===== config.mk =====
export PLATFORM = sky130hd
export DESIGN_NAME = color_centroid_tracker
export DESIGN_NICKNAME = d
export VERILOG_FILES = /design/src/rtl/tracker_pkg.sv /design/src/rtl/seq_divider.sv /design/src/rtl/color_centroid_tracker.sv
export SDC_FILE = /design/constraint.sdc
export NUM_CORES = 1
export LEC_CHECK = 0
export CORE_MARGIN = 5
export CORE_UTILIZATION = 55
export DETAILED_ROUTE_END_ITERATION = 7
export PLACE_DENSITY = 0.78
export SYNTH_ARGS = -nofsm -noshare
export SYNTH_HDL_FRONTEND = slang
export SYNTH_SLANG_ARGS = --single-unit

===== constraint.sdc =====
create_clock -name i_clk -period 7 [get_ports i_clk]
set_clock_uncertainty 0.15 [all_clocks]
set_input_delay 0.7 -clock i_clk [delete_from_list [all_inputs] [get_ports i_clk]]
set_output_delay 0.7 -clock i_clk [all_outputs]
set_load 0.01 [all_outputs]

===== src/rtl/tracker_pkg.sv =====
// Shared constants, state encoding and the colour-box test for the centroid tracker.
package tracker_pkg;

  localparam int IMG_W     = 128;
  localparam int IMG_H     = 128;
  localparam int MIN_COUNT = 64;
  localparam int CNT_W     = 15;
  localparam int SUM_W     = 22;
  localparam int COL_W     = 10;
  localparam int X_W       = $clog2(IMG_W);
  // y must be able to reach IMG_H so the end-of-frame guard can see it.
  localparam int Y_W       = $clog2(IMG_H + 1);

  typedef enum logic [2:0] {
    S_IDLE,
    S_ACCUM,
    S_DIVX,
    S_DIVY,
    S_DONE
  } state_t;

  function automatic logic in_box(input logic [COL_W-1:0] v,
                                  input logic [COL_W-1:0] lo,
                                  input logic [COL_W-1:0] hi);
    return (v >= lo) && (v <= hi);
  endfunction

endpackage


===== src/rtl/seq_divider.sv =====
// Restoring shift-subtract divider: one quotient bit per cycle, NUM_W cycles per divide.
module seq_divider #(
  parameter int NUM_W  = 22,
  parameter int DEN_W  = 15,
  parameter int QUOT_W = 7
) (
  input  logic              i_clk,
  input  logic              i_rst_n,
  input  logic              i_start,
  input  logic [NUM_W-1:0]  i_num,
  input  logic [DEN_W-1:0]  i_den,
  output logic [QUOT_W-1:0] o_quot,
  output logic              o_done
);

  localparam int LEFT_W = $clog2(NUM_W);

  logic [DEN_W-1:0]  rem;
  logic [DEN_W-1:0]  den;
  logic [NUM_W-1:0]  quot;
  logic [LEFT_W-1:0] left;
  logic              busy;

  logic [DEN_W-1:0]  src_rem;
  logic [DEN_W-1:0]  src_den;
  logic [NUM_W-1:0]  src_quot;
  logic [DEN_W:0]    shifted;
  logic              take;
  logic [DEN_W-1:0]  next_rem;
  logic [NUM_W-1:0]  next_quot;

  // The first iteration is folded into the load cycle so a divide takes exactly NUM_W cycles.
  always_comb begin
    src_rem   = i_start ? '0    : rem;
    src_den   = i_start ? i_den : den;
    src_quot  = i_start ? i_num : quot;
    shifted   = {src_rem, src_quot[NUM_W-1]};
    take      = (shifted >= {1'b0, src_den});
    next_rem  = DEN_W'(take ? (shifted - {1'b0, src_den}) : shifted);
    next_quot = {src_quot[NUM_W-2:0], take};
  end

  always_ff @(posedge i_clk or negedge i_rst_n) begin
    if (!i_rst_n) begin
      rem    <= '0;
      den    <= '0;
      quot   <= '0;
      left   <= '0;
      busy   <= 1'b0;
      o_done <= 1'b0;
    end else begin
      o_done <= 1'b0;
      if (i_start) begin
        rem  <= next_rem;
        den  <= i_den;
        quot <= next_quot;
        left <= LEFT_W'(NUM_W - 1);
        busy <= 1'b1;
      end else if (busy) begin
        rem  <= next_rem;
        quot <= next_quot;
        left <= left - LEFT_W'(1);
        if (left == LEFT_W'(1)) begin
          busy   <= 1'b0;
          o_done <= 1'b1;
        end
      end
    end
  end

  assign o_quot = quot[QUOT_W-1:0];

endmodule


===== src/rtl/color_centroid_tracker.sv =====
// Accumulates coordinates of pixels inside an RGB box over one frame, then divides out the centroid.
module color_centroid_tracker
  import tracker_pkg::*;
(
  input  logic             i_clk,
  input  logic             i_rst_n,
  input  logic             i_start,
  input  logic             i_valid,
  input  logic [COL_W-1:0] i_Red,
  input  logic [COL_W-1:0] i_Green,
  input  logic [COL_W-1:0] i_Blue,
  input  logic             i_finish,
  input  logic [COL_W-1:0] i_r_min,
  input  logic [COL_W-1:0] i_r_max,
  input  logic [COL_W-1:0] i_g_min,
  input  logic [COL_W-1:0] i_g_max,
  input  logic [COL_W-1:0] i_b_min,
  input  logic [COL_W-1:0] i_b_max,
  output logic             o_busy,
  output logic             o_valid,
  output logic             o_found,
  output logic [X_W-1:0]   o_x,
  output logic [X_W-1:0]   o_y,
  output logic [CNT_W-1:0] o_count
);

  state_t state, next_state;

  logic [X_W-1:0]   x_pos;
  logic [Y_W-1:0]   y_pos;
  logic [SUM_W-1:0] sum_x;
  logic [SUM_W-1:0] sum_y;
  logic [CNT_W-1:0] count;
  logic [X_W-1:0]   x_quot;
  logic             kick;

  logic             enough;
  logic             pixel_hit;
  logic             clear_frame;
  logic             pix_take;
  logic             div_start;
  logic             div_done;
  logic [SUM_W-1:0] div_num;
  logic [X_W-1:0]   div_quot;

  assign enough    = (count >= CNT_W'(MIN_COUNT));
  assign pixel_hit = in_box(i_Red,   i_r_min, i_r_max) &&
                     in_box(i_Green, i_g_min, i_g_max) &&
                     in_box(i_Blue,  i_b_min, i_b_max);

  // NOTE: sequential state is updated with non-blocking assignments only.
  always_ff @(posedge i_clk or negedge i_rst_n) begin
    if (!i_rst_n) state <= S_IDLE;
    else          state <= next_state;
  end

  always_comb begin
    // NOTE: default first so every path assigns next_state and no latch is inferred.
    next_state = state;
    unique case (state)
      S_IDLE:  if (i_start) next_state = S_ACCUM;
      S_ACCUM: if (i_finish) next_state = S_DIVX;
      S_DIVX: begin
        if (kick && !enough) next_state = S_DONE;
        else if (div_done)   next_state = S_DIVY;
      end
      S_DIVY:  if (div_done) next_state = S_DONE;
      S_DONE:  next_state = S_IDLE;
      default: next_state = S_IDLE;
    endcase
  end

  // The y divide is launched in the same cycle the x quotient comes out, so the two run back to back.
  always_comb begin
    o_busy      = (state == S_ACCUM) || (state == S_DIVX) || (state == S_DIVY);
    clear_frame = i_start && ((state == S_IDLE) || ((state == S_ACCUM) && !i_finish));
    pix_take    = (state == S_ACCUM) && i_valid && !clear_frame && (y_pos < Y_W'(IMG_H));
    div_start   = (state == S_DIVX) && ((kick && enough) || div_done);
    div_num     = kick ? sum_x : sum_y;
  end

  always_ff @(posedge i_clk or negedge i_rst_n) begin
    if (!i_rst_n) begin
      x_pos   <= '0;
      y_pos   <= '0;
      sum_x   <= '0;
      sum_y   <= '0;
      count   <= '0;
      x_quot  <= '0;
      kick    <= 1'b0;
      o_valid <= 1'b0;
      o_found <= 1'b0;
      o_x     <= '0;
      o_y     <= '0;
      o_count <= '0;
    end else begin
      kick <= (state == S_ACCUM) && i_finish;
      if (clear_frame) begin
        x_pos <= '0;
        y_pos <= '0;
        sum_x <= '0;
        sum_y <= '0;
        count <= '0;
      end else if (pix_take) begin
        if (x_pos == X_W'(IMG_W - 1)) begin
          x_pos <= '0;
          y_pos <= y_pos + Y_W'(1);
        end else begin
          x_pos <= x_pos + X_W'(1);
        end
        if (pixel_hit) begin
          sum_x <= sum_x + SUM_W'(x_pos);
          sum_y <= sum_y + SUM_W'(y_pos);
          count <= count + CNT_W'(1);
        end
      end

      if ((state == S_DIVX) && div_done) x_quot <= div_quot;

      o_valid <= (next_state == S_DONE);
      if (next_state == S_DONE) begin
        o_count <= count;
        o_found <= enough;
        if (enough) begin
          o_x <= x_quot;
          o_y <= div_quot;
        end
      end
    end
  end

  seq_divider #(
    .NUM_W  (SUM_W),
    .DEN_W  (CNT_W),
    .QUOT_W (X_W)
  ) u_div (
    .i_clk   (i_clk),
    .i_rst_n (i_rst_n),
    .i_start (div_start),
    .i_num   (div_num),
    .i_den   (count),
    .o_quot  (div_quot),
    .o_done  (div_done)
  );

endmodule


== Yosys cells after proc, flatten, opt, wreduce, memory -nomap -nowiden ==
Index checks and enable logic that the tools add are counted.

* Reductions and logical operators: 30
* Equal/unequal tests: 6
* $add $sub $neg: 7
* Muxes and demuxes: 38
* $lt $le $gt $ge: 9

{| class="wikitable"
|+ Operators with widths
! cell !! number
|-
| $mux 22 || 10
|-
| $mux 15 || 8
|-
| $ge 10x10->1 || 3
|-
| $le 10x10->1 || 3
|-
| $mux 8 || 3
|-
| $add 22x7->22 || 1
|-
| $add 22x8->22 || 1
|-
| $mux 7 || 3
|-
| $ge 16x15->1 || 1
|-
| $add 15x1->15 const B || 1
|-
| $ge 15x7->1 const B || 1
|-
| $logic_and 1x1->1 || 15
|-
| $mux 3 || 5
|-
| $sub 15x15->15 || 1
|-
| $pmux 3 s4 || 1
|-
| $mux 5 || 2
|-
| $add 8x1->8 const B || 1
|-
| $lt 8x8->1 const B || 1
|-
| $reduce_bool 2->1 || 4
|-
| $add 7x1->7 const B || 1
|-
| $eq 7x7->1 const B || 1
|-
| $eq 3x2->1 const B || 2
|-
| $mux 1 || 6
|-
| $reduce_and 2->1 || 3
|-
| 7 further kinds || 12
|}

* Bits of input ports: 95
* Flip-flop bits (word level): 175
* Word-level logic and storage cells: 109
* Output and inout bits: 32

== Logic depth before layout (Yosys ltp) ==
* Depth after elaboration: 9
* Mapped depth: 22
* Mapped depth without buffers: 16

== By module ==
A second synthesis with hierarchy kept.

* Cell total of the unflattened synthesis: 1188
* Area total of the unflattened synthesis: 11383.4 um^2

{| class="wikitable"
|+ By module, submodules not included
! module !! times used !! seq. area each (um^2) !! area an instance (um^2) !! cells an instance
|-
| color_centroid_tracker || 1 || 2902.8 || 7858.8 || 832
|-
| seq_divider || 1 || 1476.4 || 3524.6 || 356
|}

== Worst setup path after synthesis ==
Ideal clock, no wire load.

* Path kind: flip-flop to flip-flop
* Start point: reg state[1]
* End point: reg u_div.rem[0]
* Stages on the path, launching flop included: 21
* Setup time: 0.077 ns
* Data required time: 6.773 ns
* Clock period less this slack: 4.866 ns
* Arrival: 4.639 ns
* Path buffers: 5
* Slack: 2.134 ns
* Cells stage by stage: dfrtp_1 -> clkbuf_1 -> or3b_1 -> nor2_1 -> nand2_1 -> clkbuf_1 -> buf_1 -> clkbuf_1 -> nand2_1 -> o21ai_0 -> ha_1 -> fa_1 -> nor2b_1 -> nor2_1 -> o211a_1 -> nor3_1 -> a21oi_1 -> o211ai_1 -> buf_2 -> mux2_2 -> a21oi_1

* Word-level cells in the longest chain between the ends: 7
* Elaborated cells between the ends (all ways): 11
* Classes of those cells: 1 x add/sub; 1 x order compare; 1 x eq/ne; 6 x mux; 2 x reduce/logical

{| class="wikitable"
|+ Ends and longest elaborated chain
! element !! RTL line !! RTL
|-
| start: declaration || color_centroid_tracker.sv:27 || <nowiki>state_t state, next_state;</nowiki>
|-
| start signal: assignment || color_centroid_tracker.sv:54 || <nowiki>else state <= next_state;</nowiki>
|-
| $eq 3x2->1 (*) || color_centroid_tracker.sv:78 || <nowiki>div_start = (state == S_DIVX) && ((kick && enough) || div_done);</nowiki>
|-
| $logic_and 1x1->1 (*) || color_centroid_tracker.sv:78 ||
|-
| $mux 15 (*) || -- ||
|-
| named net u_div.src_den[0] || seq_divider.sv:25 || <nowiki>logic [DEN_W-1:0] src_den;</nowiki>
|-
| $sub 15x15->15 / $ge 16x15->1 (equally long branches) || seq_divider.sv:39, seq_divider.sv:38 ||
|-
| $mux 15 (*) || seq_divider.sv:39 || <nowiki>next_rem = DEN_W'(take ? (shifted - {1'b0, src_den}) : shifted);</nowiki>
|-
| $mux 15 || seq_divider.sv:59 || <nowiki>end else if (busy) begin</nowiki>
|-
| $mux 15 (*) || seq_divider.sv:53 || <nowiki>if (i_start) begin</nowiki>
|-
| end signal: assignment || seq_divider.sv:54 || <nowiki>rem <= next_rem;</nowiki>
|-
| end signal: assignment || seq_divider.sv:60 || <nowiki>rem <= next_rem;</nowiki>
|-
| end: declaration || seq_divider.sv:18 || <nowiki>logic [DEN_W-1:0] rem;</nowiki>
|}

The timed path passes the listed nets; every way through them passes the cells marked *. The select of a mux whose other input is x is not followed.
A chain may end at the register's enable or synchronous reset.

== Worst setup path after layout ==
* Start point: reg state[0]
* End point: reg u_div.rem[6]

The elaborated chain is that of the path after synthesis.

==> flow_summary.yaml <==
worst_setup_path:
  cp.required_ns: 7.18
  path_class: "flip-flop to flip-flop"
  r2r_slack_ns: 1.30
  rr_startpoint: "state[0]$_DFF_PN0_"
  critPathArrivalTime_ns: 5.87
  critPathCaptureType: "flip-flop"
  worst-path-max-fanout: 28
  timing.rr.end: "u_div.rem[6]$_DFFE_PN0P_"
  reg2regPathDepth: 17
  cp-start-kind: "flip-flop"
routing:
  vias: 9009
  post_drt_wl_per_cell_um: 17.3
  vias_per_cell: 5.84
  drt-total-wl_mm: 26.7
  dr.pass1.iters: 5
  antenna_left: 0
  route.detailed.drc: 0
  drt_iter0_drc: 698
cts:
  cts_tree: "yes"
  clock-sinks: 175
  cts_setup_buffers: 0
  holdBufCountCts: 0
  path_clk_slew_ns: 0.07
  cts_max_level: 4
  cts.repair.resized: 0
  cts_made_buffers: 17
  clock_latency_ns: 0.44
  max-clock-path-buffers: 2
  cts_root_buf: "clkbuf_16"
global_routing:
  grt-ovfl-total: 0
  grtUsageTotal_pct: 24.3
  grt_max_degree: 112
  antenna_found_initial: 1
  grt_pass1_wl_mm: 44.7
  grt_pass1_vias: 9125
layout:
  multi_input_area_um2: 6010
  antennaDiodeCount: 0
  fillers: 1618
  layout-drive-gt1-share_pct: 7.82
  area_growth_pct: 18.5
  final-seq-area_um2: 4380
  final_nets: 1458
power_and_ir_drop:
  seqPwrFrac_pct: 45.1
  ir_drop_mv: 0.171
  swShare_pct: 29.9
  clkPwrFrac_pct: 40.0
  p_sw_mw: 0.709
  intPower_mw: 1.66
  combPwrFrac_pct: 14.9
  power_density_nw_per_um2: 182
  power.total_mw: 2.37
  p_leak_nw: 6.45
floorplanning:
  row_count: 51
  chipWidth_um: 152
  design.core.area_um2: 19600
  dieArea_um2: 23000
  ioPinCount: 127
  die_y_um: 152
  start_util_pct: 56.2
yosys:
  postSynthCellCount: 1160
  seq_area_frac_synth_pct: 39.8
  ys.flop_type: "dfrtp_1"
  yosysWarnings: 0
  synth-edff-count: 0
  async_flop_share_pct: 100
  netlist_area_um2: 11000
  syn_nets: 1353
  ys_types: 72
  synth.avg_cell_area_um2: 9.50
  ys_seq_elements: 175
sta:
  maxSlewViolCount: 0
  fin_setup_tns_ns: 0
  fmax_mhz: 176
  setup_viol: 0
  hold_viol_final: 0
  rsz0062_at_grt: "no"
  timing.final.crit_share_pct: 81.4
  min_period_ns: 5.70
  worst_pin_slew_ns: 1.06
  slew_headroom_pct: 28.1
flow_run:
  max_cap_viol_count: 0
placement:
  dp_hpwl_mm: 19.8
  place.gp.congestion: 0.919
  numPortBuffers: 126
outcome:
  status: "finished, final reports clean"
hold_path:
  hold_class: "input port to asynchronous set/reset pin"
logic make-up (layout without fill, tap and decap cells):
group	Yosys count	after routing	share of synthesized area, %
AND/OR/NAND/NOR	335	335	16.0
AO/OA/AOI/OAI	259	259	14.9
flip-flops	175	175	39.8
buffers and inverters	155	273	5.68
adder cells (fa/ha/maj)	98	98	11.3
multiplexers	86	86	8.24
XOR/XNOR	52	52	4.13
cells in the mapped netlist (17+ instances only):
| master | n | area share, % |
|---|---|---|
| dfrtp_1 | 175 | 40 |
| inv_1 | 102 | 3.5 |
| a21oi_1 | 96 | 4.4 |
| ha_1 | 95 | 11 |
| nor2_1 | 88 | 3.0 |
| nand2_1 | 67 | 2.3 |
| mux2i_1 | 49 | 4.5 |
| clkbuf_1 | 39 | 1.3 |
| xnor2_1 | 38 | 3.0 |
| mux2_2 | 37 | 3.8 |
| o21ai_0 | 28 | 1.3 |
| a211oi_1 | 25 | 1.7 |
| nor2b_1 | 25 | 1.4 |
| a21o_1 | 23 | 1.6 |
| o21ai_1 | 18 | 0.82 |
| or3_1 | 18 | 1.0 |
| and2_1 | 17 | 0.97 |
| nand3_1 | 17 | 0.77 |
worst max-delay path, cell delays in order (launching register included):
cell      delay [ns]
dfrtp_1         0.47
or3b_1          0.42
nor2_1          0.45
nand2_2         0.46
nand2_1         0.19
o21ai_0         0.13
ha_1            0.26
fa_1            0.42
nor2b_1         0.18
nor2_1          0.07
o211a_1         0.22
nor3_1          0.46
a21oi_1         0.18
o211ai_1        0.68
buf_4           0.31
nor2_1          0.11
a221oi_1        0.34
nor2_1          0.07
through the flow:
stage | hold slack, ns | util [%] | cells | worst slack, ns | instance area [um2]
3_3_place_gp | 0.312 | 63.6 | 1511 | 1.61 | 12500
2_1_floorplan | 0.254 | - | 1160 | 2.13 | 11000
4_1_cts | 0.308 | 66.6 | 1543 | 1.44 | 13100
6_report | 0.225 | 66.6 | 1543 | 1.30 | 13100
3_5_place_dp | 0.318 | 63.6 | 1511 | 1.45 | 12500
5_1_grt | 0.335 | 66.6 | 1543 | 0.857 | 13100
how the worst max path moves through the flow:
| stage | depth (start not counted) | endpoint | startpoint |
|---|---|---|---|
| final | 17 | u_div.rem[6]$_DFFE_PN0P_ | state[0]$_DFF_PN0_ |
| after global routing | 17 | u_div.rem[6]$_DFFE_PN0P_ | state[1]$_DFF_PN0_ |
| after CTS | 17 | u_div.rem[6]$_DFFE_PN0P_ | state[0]$_DFF_PN0_ |
| after detailed placement | 17 | u_div.rem[6]$_DFFE_PN0P_ | state[0]$_DFF_PN0_ |
| after global placement | 17 | u_div.rem[6]$_DFFE_PN0P_ | state[0]$_DFF_PN0_ |
| after floorplan | 20 | u_div.rem[0]$_DFFE_PN0P_ | state[1]$_DFF_PN0_ |
state kept, by name, indices dropped and copies added (netlist names):
| register | cells |
|---|---|
| x_pos | 7 |
| o_found | 1 |
| u_div.busy | 1 |
| u_div.den | 15 |
| x_quot | 7 |
| sum_y | 22 |
| u_div.o_done | 1 |
| o_x | 7 |
| kick | 1 |
| state | 3 |
| y_pos | 8 |
| u_div.left | 5 |
| o_y | 7 |
| u_div.rem | 15 |
| o_count | 15 |
| u_div.quot | 22 |
| o_valid | 1 |
| sum_x | 22 |
| count | 15 |
final cells by class:
type / instances / area share, %
Tap cell: 265 / 2.54
Sequential cell: 175 / 33.6
Clock inverter: 15 / 1.24
Multi-Input combinational cell: 830 / 46.1
Clock buffer: 17 / 3.26
Inverter: 103 / 2.96
Timing Repair Buffer: 138 / 10.4
metal layers:
layer,global-route usage (%),routed length [um],vias up
li1,-,-,4334
met1,32.6,11700,4407
met2,40.5,13200,224
met3,4.58,1260,44
met4,7.23,512,0
met5,0,0,-
power by group through the flow:
stage	registers, mW	logic (mW)	clock network [mW]
finish	1.07	0.354	0.948
global route	1.07	0.401	1.01
CTS	1.07	0.358	0.962
detailed placement	1.09	0.355	0
global placement	1.09	0.346	0
floorplan	1.07	0.226	0
layout by cell type (no fill, tap or decap), types with 37 or more instances in the layout:
| cell type | count |
|---|---|
| dfrtp_1 | 174 |
| clkdlybuf4s50_1 | 125 |
| inv_1 | 102 |
| a21oi_1 | 96 |
| ha_1 | 95 |
| nor2_1 | 88 |
| nand2_1 | 66 |
| mux2i_1 | 49 |
| xnor2_1 | 38 |
| mux2_2 | 37 |
Note: power is estimated with default switching activity, not from simulation.
